File: src/rtl/imem_loader_pkg.sv
// Shared definitions for the instruction-memory loader: FSM states, byte-lane
// constants and the big-endian byte selector used when serialising a word.
package imem_loader_pkg;

  typedef enum logic [1:0] {
    S_IDLE   = 2'd0,
    S_ACCEPT = 2'd1,
    S_WRITE  = 2'd2,
    S_DONE   = 2'd3
  } ld_state_t;

  localparam int BYTES_PER_INSN = 4;
  localparam int DEF_MEM_BYTES  = 1024;

  // Byte lane 0 is the most-significant byte so that the lowest address holds
  // [31:24], matching how instruction fetch reassembles the word.
  function automatic logic [7:0] insn_byte(input logic [31:0] word,
                                           input logic [1:0]  idx);
    logic [7:0] b;
    case (idx)
      2'd0:    b = word[31:24];
      2'd1:    b = word[23:16];
      2'd2:    b = word[15:8];
      default: b = word[7:0];
    endcase
    return b;
  endfunction

endpackage

File: src/rtl/imem_loader.sv
// Byte-serial instruction-memory writer. Takes 32-bit words over a valid/ready
// stream and writes each as four consecutive bytes, MSB first, while holding
// the CPU in reset for the duration of the load.
module imem_loader
  import imem_loader_pkg::*;
#(
  parameter int MEM_BYTES = DEF_MEM_BYTES,
  parameter int CNT_W     = 9
) (
  input  logic             clk,
  input  logic             reset,
  input  logic             start,
  input  logic [63:0]      base_addr,
  input  logic [CNT_W-1:0] word_count,
  input  logic             in_valid,
  output logic             in_ready,
  input  logic [31:0]      in_word,
  output logic             wr_en,
  output logic [63:0]      wr_addr,
  output logic [7:0]       wr_byte,
  output logic             busy,
  output logic             cpu_hold,
  output logic             done,
  output logic             error
);

  ld_state_t        state_q, state_d;
  logic [63:0]      addr_q,  addr_d;
  logic [CNT_W-1:0] rem_q,   rem_d;
  logic [31:0]      word_q,  word_d;
  logic [1:0]       idx_q,   idx_d;
  logic             busy_q, done_q, error_q;
  logic             err_d;

  // Range check done in 65 bits so a base near the top of the 64-bit space
  // cannot wrap around and look like it fits.
  logic [64:0] end_addr;
  logic        bad_start;

  assign end_addr  = {1'b0, base_addr}
                   + {{(65-CNT_W-2){1'b0}}, word_count, 2'b00};
  assign bad_start = (base_addr[1:0] != 2'b00) || (end_addr > 65'(MEM_BYTES));

  // Next-state and datapath updates; start is only looked at in IDLE and
  // in_valid only in ACCEPT, so both are ignored everywhere else.
  always_comb begin
    state_d = state_q;
    addr_d  = addr_q;
    rem_d   = rem_q;
    word_d  = word_q;
    idx_d   = idx_q;
    err_d   = 1'b0;
    case (state_q)
      S_IDLE: begin
        if (start) begin
          if (bad_start) begin
            err_d = 1'b1;
          end else if (word_count == '0) begin
            state_d = S_DONE;
          end else begin
            addr_d  = base_addr;
            rem_d   = word_count;
            state_d = S_ACCEPT;
          end
        end
      end
      S_ACCEPT: begin
        if (in_valid) begin
          word_d  = in_word;
          idx_d   = 2'd0;
          state_d = S_WRITE;
        end
      end
      S_WRITE: begin
        addr_d = addr_q + 64'd1;
        idx_d  = idx_q + 2'd1;
        if (idx_q == 2'(BYTES_PER_INSN - 1)) begin
          rem_d   = rem_q - CNT_W'(1);
          state_d = (rem_q == CNT_W'(1)) ? S_DONE : S_ACCEPT;
        end
      end
      S_DONE: begin
        state_d = S_IDLE;
      end
      default: begin
        state_d = S_IDLE;
      end
    endcase
  end

  // State, counters and the registered status flags. Status flags are
  // computed from the next state so they line up with the state they describe.
  always_ff @(posedge clk) begin
    if (reset) begin
      state_q <= S_IDLE;
      addr_q  <= '0;
      rem_q   <= '0;
      word_q  <= '0;
      idx_q   <= '0;
      busy_q  <= 1'b0;
      done_q  <= 1'b0;
      error_q <= 1'b0;
    end else begin
      state_q <= state_d;
      addr_q  <= addr_d;
      rem_q   <= rem_d;
      word_q  <= word_d;
      idx_q   <= idx_d;
      busy_q  <= (state_d != S_IDLE);
      done_q  <= (state_d == S_DONE);
      error_q <= err_d;
    end
  end

  // Stream and memory-port outputs decode registered state only; the write
  // bus is forced to zero outside WRITE so idle cycles present a clean port.
  always_comb begin
    in_ready = (state_q == S_ACCEPT);
    wr_en    = (state_q == S_WRITE);
    wr_addr  = wr_en ? addr_q : 64'd0;
    wr_byte  = wr_en ? insn_byte(word_q, idx_q) : 8'd0;
  end

  assign busy     = busy_q;
  assign cpu_hold = busy_q;
  assign done     = done_q;
  assign error    = error_q;

endmodule

File: config.mk
export PLATFORM = sky130hd
export DESIGN_NAME = imem_loader
export DESIGN_NICKNAME = d
export VERILOG_FILES = /design/src/rtl/imem_loader_pkg.sv /design/src/rtl/imem_loader.sv
export SDC_FILE = /design/constraint.sdc
export NUM_CORES = 1
export LEC_CHECK = 0
export BUFFER_PORTS_ARGS = -buffer_cell sky130_fd_sc_hd__buf_2
export CAP_MARGIN = 0
export CORE_MARGIN = 2
export CORE_UTILIZATION = 44
export CTS_BUF_LIST = sky130_fd_sc_hd__clkbuf_2 sky130_fd_sc_hd__clkbuf_4 sky130_fd_sc_hd__clkbuf_8
export DETAILED_ROUTE_END_ITERATION = 8
export PLACE_DENSITY = 0.71
export RECOVER_POWER = 50
export SLEW_MARGIN = 25
export SYNTH_ARGS = -nofsm -noshare
export SYNTH_HDL_FRONTEND = slang
export SYNTH_SLANG_ARGS = --single-unit
File: constraint.sdc
create_clock -name clk -period 4.3 [get_ports clk]
set_clock_uncertainty 0.1 [all_clocks]
set_input_delay 0.645 -clock clk [delete_from_list [all_inputs] [get_ports clk]]
set_output_delay 0.645 -clock clk [all_outputs]
set_load 0.005 [all_outputs]
After elaboration in Yosys (flattened, before gate mapping)

Cells that the tools add are included.

Logic and storage cells: 63
Output and inout port bits: 78
Input bits: 109
Register bits: 112

Muxes and demuxes: 22
Magnitude comparators: 1
$add $sub $neg: 4
Bitwise logic cells: 2
Equal/unequal tests: 13
Reductions and logical operators: 13

Operators by type and width:

| operator                                                         | count |
|---|---|
| two-way mux 64 bit                                               | 4 |
| one-hot mux 64 bit (2 select lines)                              | 1 |
| adder 64 x 11 -> 65 bit                                          | 1 |
| greater-than comparator 65 x 11 -> 1 bit (second input constant) | 1 |
| adder 64 x 1 -> 64 bit (second input constant)                   | 1 |
| two-way mux 9 bit                                                | 4 |
| one-hot mux 8 bit (3 select lines)                               | 1 |
| one-hot mux 9 bit (2 select lines)                               | 1 |
| two-way mux 2 bit                                                | 7 |
| == test 2 bit (second input constant)                            | 5 |
| == test 9 x 1 -> 1 bit (second input constant)                   | 1 |
| logical NOT 9 bit                                                | 1 |
| subtractor 9 x 1 -> 9 bit (second input constant)                | 1 |
| two-way mux 8 bit                                                | 1 |
| != test 2 bit (second input constant)                            | 4 |
| one-hot mux 2 bit (4 select lines)                               | 1 |
| nonzero test 2 bit                                               | 4 |
| AND reduction 5 bit                                              | 1 |
| == test 2 x 1 -> 1 bit (second input constant)                   | 2 |
| logical NOT 2 bit                                                | 2 |
| one-hot mux 2 bit (2 select lines)                               | 1 |
| AND reduction 2 bit                                              | 2 |
| AND reduction 4 bit                                              | 1 |
| OR reduction 3 bit                                               | 1 |
| 5 further kinds                                                  | 6 |

Logic depth before layout (Yosys ltp)

Gate-level depths: netlist of run 1.

Word-level depth: 7
Depth in mapped cells: 18
Depth with buffers taken out: 14

Worst setup path after synthesis of run 1

No wires, ideal clock.

Path kind: input to register
From: input port base_addr[2]
To: register addr_q[55]
Setup time: 0.121 ns
Path slack: -0.309 ns
Buffers on the path: 2
Data required time: 4.079 ns
Stages: 16
Arrival time: 4.388 ns
Path through: ha_1 > inv_1 > fa_1 > nand2b_1 > a211oi_1 > or2_1 > buf_2 > nand2_1 > a22o_1 > or4_1 > or4_4 > nor4_4 > a31oi_1 > buf_2 > a22o_1 > mux2_2

Longest elaborated chain between the ends: 5

Ends and longest elaborated chain:

| what                                     | line               | text |
|---|---|---|
| start: declaration                       | imem_loader.sv:13  | `input logic [63:0] base_addr,` |
| adder 64 x 11 -> 65 bit                  | imem_loader.sv:41  | `+ {{(65-CNT_W-2){1'b0}}, word_count, 2'b00};` |
| greater-than comparator 65 x 11 -> 1 bit | imem_loader.sv:42  | `assign bad_start = (base_addr[1:0] != 2'b00) \|\| (end_addr > 65'(MEM_BYTES));` |
| logical OR 1 bit                         | imem_loader.sv:42  |  |
| != test 2 bit (no source line)           | n/a                |  |
| AND reduction 4 bit (no source line)     | n/a                |  |
| end signal: assignment                   | imem_loader.sv:105 | `addr_q <= addr_d;` |
| end: declaration                         | imem_loader.sv:28  | `logic [63:0] addr_q, addr_d;` |

Every way passes these cells.
A chain may end at the register's enable or synchronous reset.

Worst setup path after layout of run 1

From: input port base_addr[5]
To: register addr_q[60]

Same word-level chain as after synthesis.

==> flow_summary_export.csv, run 1 <==
group,metric,value,unit
status,outcome,"complete, but fails checks",
status,failed_checks,"max-capacitance violations, max-slew violations",
power,combPwrFrac,0.163,
worst_setup_path,path_cells,"buf_2 > ha_1 > buf_4 > o211ai_1 > a211oi_2 > nor2_1 > buf_4 > a311oi_1 > a221o_1 > or4_1 > or4_4 > nor4_4 > a31oi_2 > and2_1 > a221o_1",
clock_network,clkTransAtPathRegs,110,ps
placement,numPortBuffers,186,
hold_path,worstHoldStart,"word_q[12]",
worst_setup_path,cp-end-kind,"flip-flop",
finish,nNetsFinal,1476,
global_route,grt_pass1_vias,8576,
sta,setup_violations,0,
global_route,grt_antenna_before_repair,1,
worst_setup_path,rrSetupSlack,1210,ps
worst_setup_path,cp.required,4490,ps
clock_network,numCtsBuffers,9,
clock_network,cts_setup_buffers,0,
worst_setup_path,timing.rr.end,"addr_q[57]",
die,io_pins,187,
yosys,synth_nets,1245,
yosys,synthArstFlopShare,0,
sta,max-slew-margin-rel,-0.0594,
yosys,synthTopCellsByArea,"dfxtp_1 (28%), nand2_1 (7.9%), a21oi_1 (6.4%), and2_1 (5.3%), nor2_1 (5.0%)",
die,rows,49,
power,netSwitchingPower,0.000557,W
die,fp.dieW,139,µm
worst_setup_path,path_max_fanout,5,
yosys,ys_seq_area_frac,0.279,
drt,drtAntennaViolNets,0,
yosys,netlist_instances,1119,
clock_network,clk_latency,390,ps
hold_path,hold_path_class,"reg -> reg",
global_route,grt_max_degree,79,
finish,drive_above_1_share,0.246,
global_route,grt_overflow_total,0,
placement,dpl.hpwl,20300,µm
die,core,18000,µm²
drt,wl,26700,µm
sta,fin_crit_sh,0.947,
sta,fin_setup_tns,0,ps
sta,slew_violations,34,
sta,tightest_slew,1590,ps
power,peakVddDrop,161,µV
power,p_sw_frac,0.281,
finish,fin_util,0.557,
drt,drtIter0Drc,812,
power,seqPwrFrac,0.523,
clock_network,cts_tree,"yes",
yosys,netlist_area,8030,µm²
drt,drc_errors,0,
sta,rsz0062_at_grt,"false",
yosys,yosysTopAreaCellShare,0.279,
drt,wire_per_inst,16.8,µm
die,die_area,19300,µm²
sta,fin_ws,228,ps
clock_network,htreeDepth,3,
worst_setup_path,worstSetupPathType,"in -> reg",
global_route,grt_use_total,0.267,
finish,syn2layout_area_growth,24.5,%
sta,post-route-min-period,4070,ps
clock_network,clk_path_buf_depth,2,
clock_network,clock-sinks,112,
hold_path,holdPathEnd,"word_q[12]",
yosys,synth_top_area_cell,"dfxtp_1",
worst_setup_path,cp.arrival,4260,ps
power,p_int,0.00143,W
drt,drtPass1Iterations,5,
die,fp.dieH,139,µm
die,initial_utilization,0.447,
yosys,syn_avg_cell_area,7.18,µm²
yosys,yosysWarningCount,0,
worst_setup_path,slowest_stage,"or4_1",
hold_path,hold_path_depth,2,
job,drv_cap,1,
yosys,synth_enable_flop_cells,0,
sta,hold_viol,0,
power,clock_power_share,0.313,
worst_setup_path,cpPeakStageDelay,520,ps
power,power_density,198,nW/µm²
drt,vias_per_cell,5.86,
drt,via_count,9288,
clock_network,root_buffer,"clkbuf_8",
yosys,synth-seq-cells,112,
sta,fmax,246,MHz
worst_setup_path,worstSetupStartpointType,"primary input",
placement,routabilityCongestion,1.03,
worst_setup_path,ff2ff_path_depth,11,
power,leakage,3.76,nW
placement,post-place-ws,-246,ps
yosys,synthDistinctLibCells,77,
worst_setup_path,timing.rr.start,"addr_q[32]",
yosys,synthFlopType,"dfxtp_1",
global_route,grt_pass1_wl,42800,µm
==> synthesized netlist by cell type, drive strengths merged, types with 4 or more instances <==
cell,number
or4,10
o221a,4
o211ai,7
a222oi,8
xnor2,18
nor4,12
or2,10
a211oi,14
xor2,9
nor2,106
o2111ai,5
and2,68
a31oi,16
mux2i,14
and4,5
a41oi,4
o21ai,47
ha,16
a311oi,21
a2111oi,5
o32ai,5
o31ai,7
or3,7
nor3,33
a21oi,103
buf,12
clkbuf,52
a21o,12
o41ai,6
dfxtp,112
inv,24
nand4,30
nand3,70
nand2b,7
nand2,170
a221o,4
and3,19
==> area by class of cell <==
| class | count | area, µm² |
|---|---|---|
| Tap cell | 229 | 287 |
| Timing Repair Buffer | 284 | 1660 |
| Fill cell | 1813 | 7960 |
| Clock buffer | 11 | 151 |
| Clock inverter | 5 | 40.0 |
| Sequential cell | 112 | 2240 |
| Multi-Input combinational cell | 918 | 5520 |
| Inverter | 25 | 93.8 |
| Antenna cell | 1 | 2.50 |
==> cell usage in the layout (no fill, tap or decap), drive strengths merged, types with 8 or more instances in the layout <==
cell,netlist,routed
a211oi,14,14
a21o,12,12
a21oi,103,103
a222oi,8,8
a311oi,21,21
a31oi,16,16
and2,68,68
and3,19,19
buf,12,265
clkbuf,52,30
dfxtp,112,112
ha,16,16
inv,24,25
mux2i,14,14
nand2,170,170
nand3,70,70
nand4,30,30
nor2,106,106
nor3,33,33
nor4,12,12
o21ai,47,47
or2,10,10
or4,10,10
xnor2,18,18
xor2,9,9
==> worst max path at each step <==
stage	start	end	slack, ps	cells past startpoint
floorplan	base_addr[9]	addr_q[55]	4	13
global placement	word_count[0]	addr_q[2]	-170	16
detailed placement	word_count[0]	addr_q[60]	-250	15
CTS	word_count[0]	addr_q[3]	170	17
global route	word_count[0]	addr_q[36]	20	15
finish	base_addr[5]	addr_q[60]	230	15
==> worst max-delay path: cells and delay by family <==
family | cells | cell delay, ps
compound gates | 6 | 1200
buf+inv | 3 | 420
fa+ha+maj | 1 | 360
simple gates | 5 | 1630
==> timing repair <==
action                                  in CTS  in global routing
hold buffers                                 0                  0
gates resized for setup                      0                  5
hold endpoints to repair                     0                  0
endpoints found under the setup margin       0                 30
==> cells by family after synthesis <==
| logic type | Yosys count | share of synthesized area |
|---|---|---|
| AO/OA/AOI/OAI | 300 | 0.251 |
| XOR/XNOR | 27 | 0.0295 |
| adder cells (fa/ha/maj) | 17 | 0.0274 |
| buffers and inverters | 89 | 0.0435 |
| flip-flops | 112 | 0.279 |
| multiplexers | 16 | 0.0203 |
| AND/OR/NAND/NOR | 558 | 0.349 |
==> per-layer routing <==
metal / wire (µm) / GRT usage
met1: 12000 / 0.363
met2: 12400 / 0.446
met3: 1910 / 0.0442
met4: 381 / 0.0569
met5: 0 / 0
==> power by group through the flow <==
stage | combinational [W] | clock, W | sequential (W)
2_1_floorplan | 0.000144 | 0 | 0.00106
3_3_place_gp | 0.000317 | 0 | 0.00106
3_5_place_dp | 0.000316 | 0 | 0.00106
4_1_cts | 0.000318 | 0.000639 | 0.00104
5_1_grt | 0.000351 | 0.000673 | 0.00104
6_report | 0.000324 | 0.000621 | 0.00104
==> state kept, by name, summed over array words and instances, names as in the netlist <==
signal,flops
addr_q,64
busy,1
done,1
error,1
idx_q,2
rem_q,9
state_q,2
word_q,32
==> metrics by stage <==
| step | instance area, µm² | power (W) | hold WS [ps] | instances |
|---|---|---|---|---|
| final | 10000 | 0.00198 | 359 | 1585 |
| after global routing | 10000 | 0.00206 | 378 | 1584 |
| after CTS | 10000 | 0.00200 | 361 | 1584 |
| after detailed placement | 9810 | 0.00138 | 347 | 1568 |
| after global placement | 9810 | 0.00138 | 340 | 1568 |
| after floorplan | 8080 | 0.00121 | 331 | 1119 |
No activity file was read; power rests on OpenSTA's default activity.
==> run 2: changes to the inputs <==
--- a/config.mk
+++ b/config.mk
@@ -7,6 +7,7 @@
 export LEC_CHECK = 0
 export BUFFER_PORTS_ARGS = -buffer_cell sky130_fd_sc_hd__buf_2
 export CAP_MARGIN = 0
+export CORE_ASPECT_RATIO = 0.8
 export CORE_MARGIN = 2
 export CORE_UTILIZATION = 44
 export CTS_BUF_LIST = sky130_fd_sc_hd__clkbuf_2 sky130_fd_sc_hd__clkbuf_4 sky130_fd_sc_hd__clkbuf_8
==> flow_summary_export.csv, run 2 (synthesis gave the netlist of run 1 again) <==
group,metric,value,unit
power,p_int,0.00148,W
finish,layout_commonest_cell,"nand2_1",
worst_setup_path,worstSetupPathType,"in -> reg",
hold_path,hold_path_class,"reg -> reg",
placement,dp.cells,1578,
sta,hold_viol,0,
status,outcome,"finished, final reports clean",
worst_setup_path,timing.rr.start,"addr_q[37]",
finish,drive_above_1_share,0.252,
worst_setup_path,worstSetupStartpointType,"primary input",
worst_setup_path,rrSetupSlack,1210,ps
job,drv_cap,0,
worst_setup_path,cp.arrival,4400,ps
worst_setup_path,cp-end-kind,"flip-flop",
power,seqPwrFrac,0.500,
power,netSwitchingPower,0.000592,W
die,rows,44,
drt,drtIter0Drc,1028,
worst_setup_path,cp.required,4490,ps
drt,vias_per_cell,5.86,
placement,numPortBuffers,186,
clock_network,root_buffer,"clkbuf_8",
global_route,grt_pass1_vias,8407,
drt,wl,27700,µm
sta,timing.hold.ws,361,ps
global_route,grt_antenna_before_repair,0,
global_route,grt_max_degree,78,
finish,stdcell_count,1597,
placement,routabilityCongestion,1.12,
die,initial_utilization,0.446,
sta,slew_violations,0,
clock_network,clkTransAtPathRegs,120,ps
sta,tightest_slew,1310,ps
drt,drtAntennaViolNets,0,
global_route,grt_overflow_total,0,
sta,post-route-min-period,4210,ps
power,power,0.00207,W
worst_setup_path,crit_buf_inv,3,
worst_setup_path,path_cells,"buf_2 > ha_1 > a21o_1 > nand4_1 > buf_4 > a21oi_4 > or3_1 > a221o_1 > or4_1 > or4_4 > nor4_4 > buf_4 > a31oi_4 > and2_4 > a221o_1",
worst_setup_path,path_max_fanout,6,
drt,via_count,9361,
finish,nNetsFinal,1488,
die,fp.dieH,125,µm
power,power_density,204,nW/µm²
sta,setup_violations,0,
placement,dpl.hpwl,21000,µm
clock_network,clk_path_buf_depth,2,
power,combPwrFrac,0.164,
die,fp.dieW,155,µm
power,p_sw_frac,0.285,
drt,drtPass1Iterations,6,
die,core,18000,µm²
global_route,grt_pass1_wl,44000,µm
clock_network,cts_tree,"yes",
worst_setup_path,timing.rr.end,"addr_q[63]",
power,peakVddDrop,164,µV
worst_setup_path,path_delay_family,"simple AND/OR/NAND/NOR gates",
clock_network,htreeDepth,3,
finish,diodes,0,
worst_setup_path,slowest_stage,"or4_1",
power,clock_power_share,0.336,
hold_path,worstHoldStart,"word_q[21]",
sta,fmax,237,MHz
worst_setup_path,cpPeakStageDelay,550,ps
power,leakage,3.86,nW
clock_network,clock-sinks,112,
sta,max-slew-margin-rel,0.130,
hold_path,hold_path_depth,2,
finish,final_cell_mix,"nand2_1 (169), buf_2 (167), dfxtp_1 (112), nor2_1 (106), buf_4 (103)",
worst_setup_path,ff2ff_path_depth,11,
finish,largest_register_ff_count,64,
finish,syn2layout_area_growth,26.6,%
clock_network,numCtsBuffers,9,
hold_path,holdPathEnd,"word_q[21]",
die,io_pins,187,
die,die_area,19400,µm²
finish,fin_util,0.565,
global_route,grt_use_total,0.279,
finish,largestRegisters,"addr_q (64), word_q (32), rem_q (9)",
sta,fin_crit_sh,0.980,
drt,wire_per_inst,17.4,µm
drt,drc_errors,0,
finish,registers.top_by_ff_count,"addr_q",
clock_network,clk_latency,390,ps
clock_network,cts_hold_buf,0,
run 2: cell types whose count changed in the layout (fill, tap and decap cells not counted), sizes merged:
cell | previous run | this run
buf | 265 | 275
clkinvlp | 3 | 0
inv | 25 | 27
bufinv | 0 | 1
clkbuf | 30 | 31
clkinv | 2 | 3
diode | 1 | 0
run 2: timing repair:
item	CTS	global route
gates cloned	0	2
gates resized for setup	1	12
setup endpoints to repair	2	70
pin swaps	0	2
buffers inserted	0	1
run 2: worst min-delay path: cells and delay by family, from the launching register on:
family          cells  cell delay (ps)
flops               1              320
compound gates      1               50
simple gates        1               50
run 2: layout make-up:
| cell class | instances | area [µm²] |
|---|---|---|
| timing repair buffer | 296 | 1780 |
| clock buffer | 10 | 138 |
| sequential | 112 | 2240 |
| clock inverter | 6 | 81.3 |
| inverter | 25 | 93.8 |
| fill | 1824 | 7830 |
| multi-input combinational | 918 | 5550 |
| tap | 230 | 288 |
run 2: worst max path at each step:
stage / from / endpoint / slack [ps] / cells past startpoint
2_1_floorplan: base_addr[9] / addr_q[55] / 4 / 13
3_3_place_gp: word_count[0] / addr_q[48] / -370 / 17
3_5_place_dp: word_count[0] / addr_q[48] / -450 / 17
4_1_cts: word_count[1] / addr_q[10] / 1 / 15
5_1_grt: word_count[0] / rem_q[6] / -0.9 / 16
6_report: word_count[1] / addr_q[60] / 90 / 15
run 2: per-layer routing:
layer | share of wire | global-route usage | vias to the layer above
li1 | - | - | 4599
met1 | 0.47 | 0.413 | 4281
met2 | 0.42 | 0.417 | 434
met3 | 0.089 | 0.0567 | 47
met4 | 0.020 | 0.0594 | 0
met5 | 0 | 0 | -
run 2: power groups by stage:
stage	clock [W]	sequential (W)	combinational, W
floorplan	0	0.00106	0.000144
global placement	0	0.00106	0.000327
detailed placement	0	0.00106	0.000325
CTS	0.000706	0.00104	0.000328
global route	0.000749	0.00104	0.000366
finish	0.000697	0.00104	0.000340
run 2: metrics by stage:
step,TNS [ps],setup slack (ps),instance area [µm²]
floorplan,0,3.96,8080
global placement,-16250,-371,9890
detailed placement,-21610,-446,9890
CTS,0,1.24,10100
global route,-0.874,-0.874,10200
finish,0,86.9,10200
==> run 3: changes to the inputs <==
--- a/config.mk
+++ b/config.mk
@@ -12,7 +12,7 @@
 export CORE_UTILIZATION = 44
 export CTS_BUF_LIST = sky130_fd_sc_hd__clkbuf_2 sky130_fd_sc_hd__clkbuf_4 sky130_fd_sc_hd__clkbuf_8
 export DETAILED_ROUTE_END_ITERATION = 8
-export PLACE_DENSITY = 0.71
+export PLACE_DENSITY = 0.66
 export RECOVER_POWER = 50
 export SLEW_MARGIN = 25
 export SYNTH_ARGS = -nofsm -noshare
==> flow_summary_export.csv, run 3 (synthesis gave the netlist of run 1 again) <==
group,metric,value,unit
status,outcome,"complete, but fails checks",
status,failed_checks,"max-capacitance violations, max-slew violations",
worst_setup_path,worstSetupPathType,"in -> reg",
finish,drive_above_1_share,0.242,
clock_network,numCtsBuffers,9,
global_route,grt_use_met2,0.425,
worst_setup_path,cp.required,4500,ps
global_route,grt_antenna_before_repair,1,
global_route,gr-usage-met3,0.0581,
placement,numPortBuffers,186,
finish,syn2layout_area_growth,24.4,%
placement,dp.cells,1572,
clock_network,clock-sinks,112,
sta,max-slew-margin-rel,-0.0856,
die,initial_utilization,0.446,
power,peakVddDrop,138,µV
drt,drtPass1Iterations,5,
clock_network,cts_tree,"yes",
die,rows,44,
global_route,grt_pass1_wl,43100,µm
finish,largest_register_ff_count,64,
power,leakage,3.75,nW
power,power_density,198,nW/µm²
worst_setup_path,cp.arrival,4310,ps
clock_network,clkTransAtPathRegs,120,ps
global_route,grt_pass1_vias,8498,
clock_network,clk_latency,400,ps
finish,registers.top_by_ff_count,"addr_q",
sta,fin_crit_sh,0.954,
global_route,use_met1,0.380,
worst_setup_path,worstSetupStartpointType,"primary input",
clock_network,htreeDepth,3,
hold_path,hold_path_class,"reg -> reg",
finish,largestRegisters,"addr_q (64), word_q (32), rem_q (9)",
sta,tightest_slew,1630,ps
placement,routabilityCongestion,1.03,
job,drv_cap,1,
worst_setup_path,path_max_fanout,7,
sta,fin_setup_tns,0,ps
global_route,busiest_layer,"met2",
drt,drtAntennaViolNets,0,
finish,stdcell_count,1589,
finish,layout_commonest_cell,"nand2_1",
drt,drc_errors,0,
drt,wire_per_inst,16.6,µm
clock_network,cts_hold_buf,0,
sta,setup_violations,0,
global_route,grt_use_total,0.271,
sta,fmax,244,MHz
placement,dpl.hpwl,20300,µm
clock_network,root_buffer,"clkbuf_8",
drt,wl,26400,µm
die,io_pins,187,
sta,rsz0062_at_grt,"false",
sta,slew_violations,36,
global_route,grt_max_degree,92,
drt,drtIter0Drc,737,
die,core,18000,µm²
die,fp.dieH,125,µm
drt,vias_per_cell,5.81,
drt,via_count,9225,
finish,final_cell_mix,"nand2_1 (169), buf_2 (164), dfxtp_1 (112), nor2_1 (105), a21oi_1 (100)",
sta,hold_viol,0,
global_route,grt_overflow_total,0,
finish,nNetsFinal,1479,
clock_network,clk_path_buf_depth,2,
worst_setup_path,rrSetupSlack,980,ps
sta,post-route-min-period,4100,ps
worst_setup_path,cp-end-kind,"flip-flop",
die,fp.dieW,155,µm
die,die_area,19400,µm²
## run 3: what timing repair did
action | in CTS | in global routing
buffers inserted | 0 | 0
gates resized for setup | 0 | 2
endpoints found under the setup margin | 0 | 2
## run 3: final timing paths
kind            startpoint         end  cells past startpoint
max reg2reg     state_q[0]  addr_q[55]                      5
min              word_q[7]   word_q[7]                      2
max          word_count[1]  addr_q[60]                     13
min reg2reg      word_q[7]   word_q[7]                      2
## run 3: critical path, cell delays in order
cell	delay, ps
buf_2	120
ha_1	270
a21o_1	130
nand4_1	180
a21o_1	240
a21o_1	200
o41a_1	420
a2111o_1	400
or4_1	570
nor4_4	260
a31oi_2	240
and2_1	280
a221o_1	350
## run 3: routing by layer
layer	share of wire	routed length (µm)	vias to the layer above
met1	0.47	12400	4232
met3	0.074	1940	36
met4	0.015	390	0
met2	0.44	11700	366
li1	-	-	4591
met5	0	0	-
## run 3: metrics by stage
| step | worst slack (ps) | hold slack (ps) | cell area [µm²] | total power, W | util |
|---|---|---|---|---|---|
| after floorplan | 3.96 | 331 | 8080 | 0.00121 | - |
| after global placement | -190 | 342 | 9820 | 0.00138 | 0.545 |
| after detailed placement | -220 | 348 | 9820 | 0.00138 | 0.546 |
| after CTS | 215 | 360 | 10000 | 0.00199 | 0.556 |
| after global routing | 4.86 | 361 | 9980 | 0.00207 | 0.555 |
| final | 198 | 361 | 9990 | 0.00198 | 0.555 |
## run 3: cell type report
cell class	instances	area, µm²
Timing Repair Buffer	287	1670
Clock buffer	10	131
Inverter	25	95.1
Clock inverter	6	55.1
Multi-Input combinational cell	918	5500
Fill cell	1782	8020
Tap cell	230	288
Sequential cell	112	2240
Antenna cell	1	2.50
## run 3: report_power, final
part           internal [W]  switching, W
Clock              0.000226      0.000390
Combinational      0.000143      0.000180
Sequential          0.00104   0.000000277
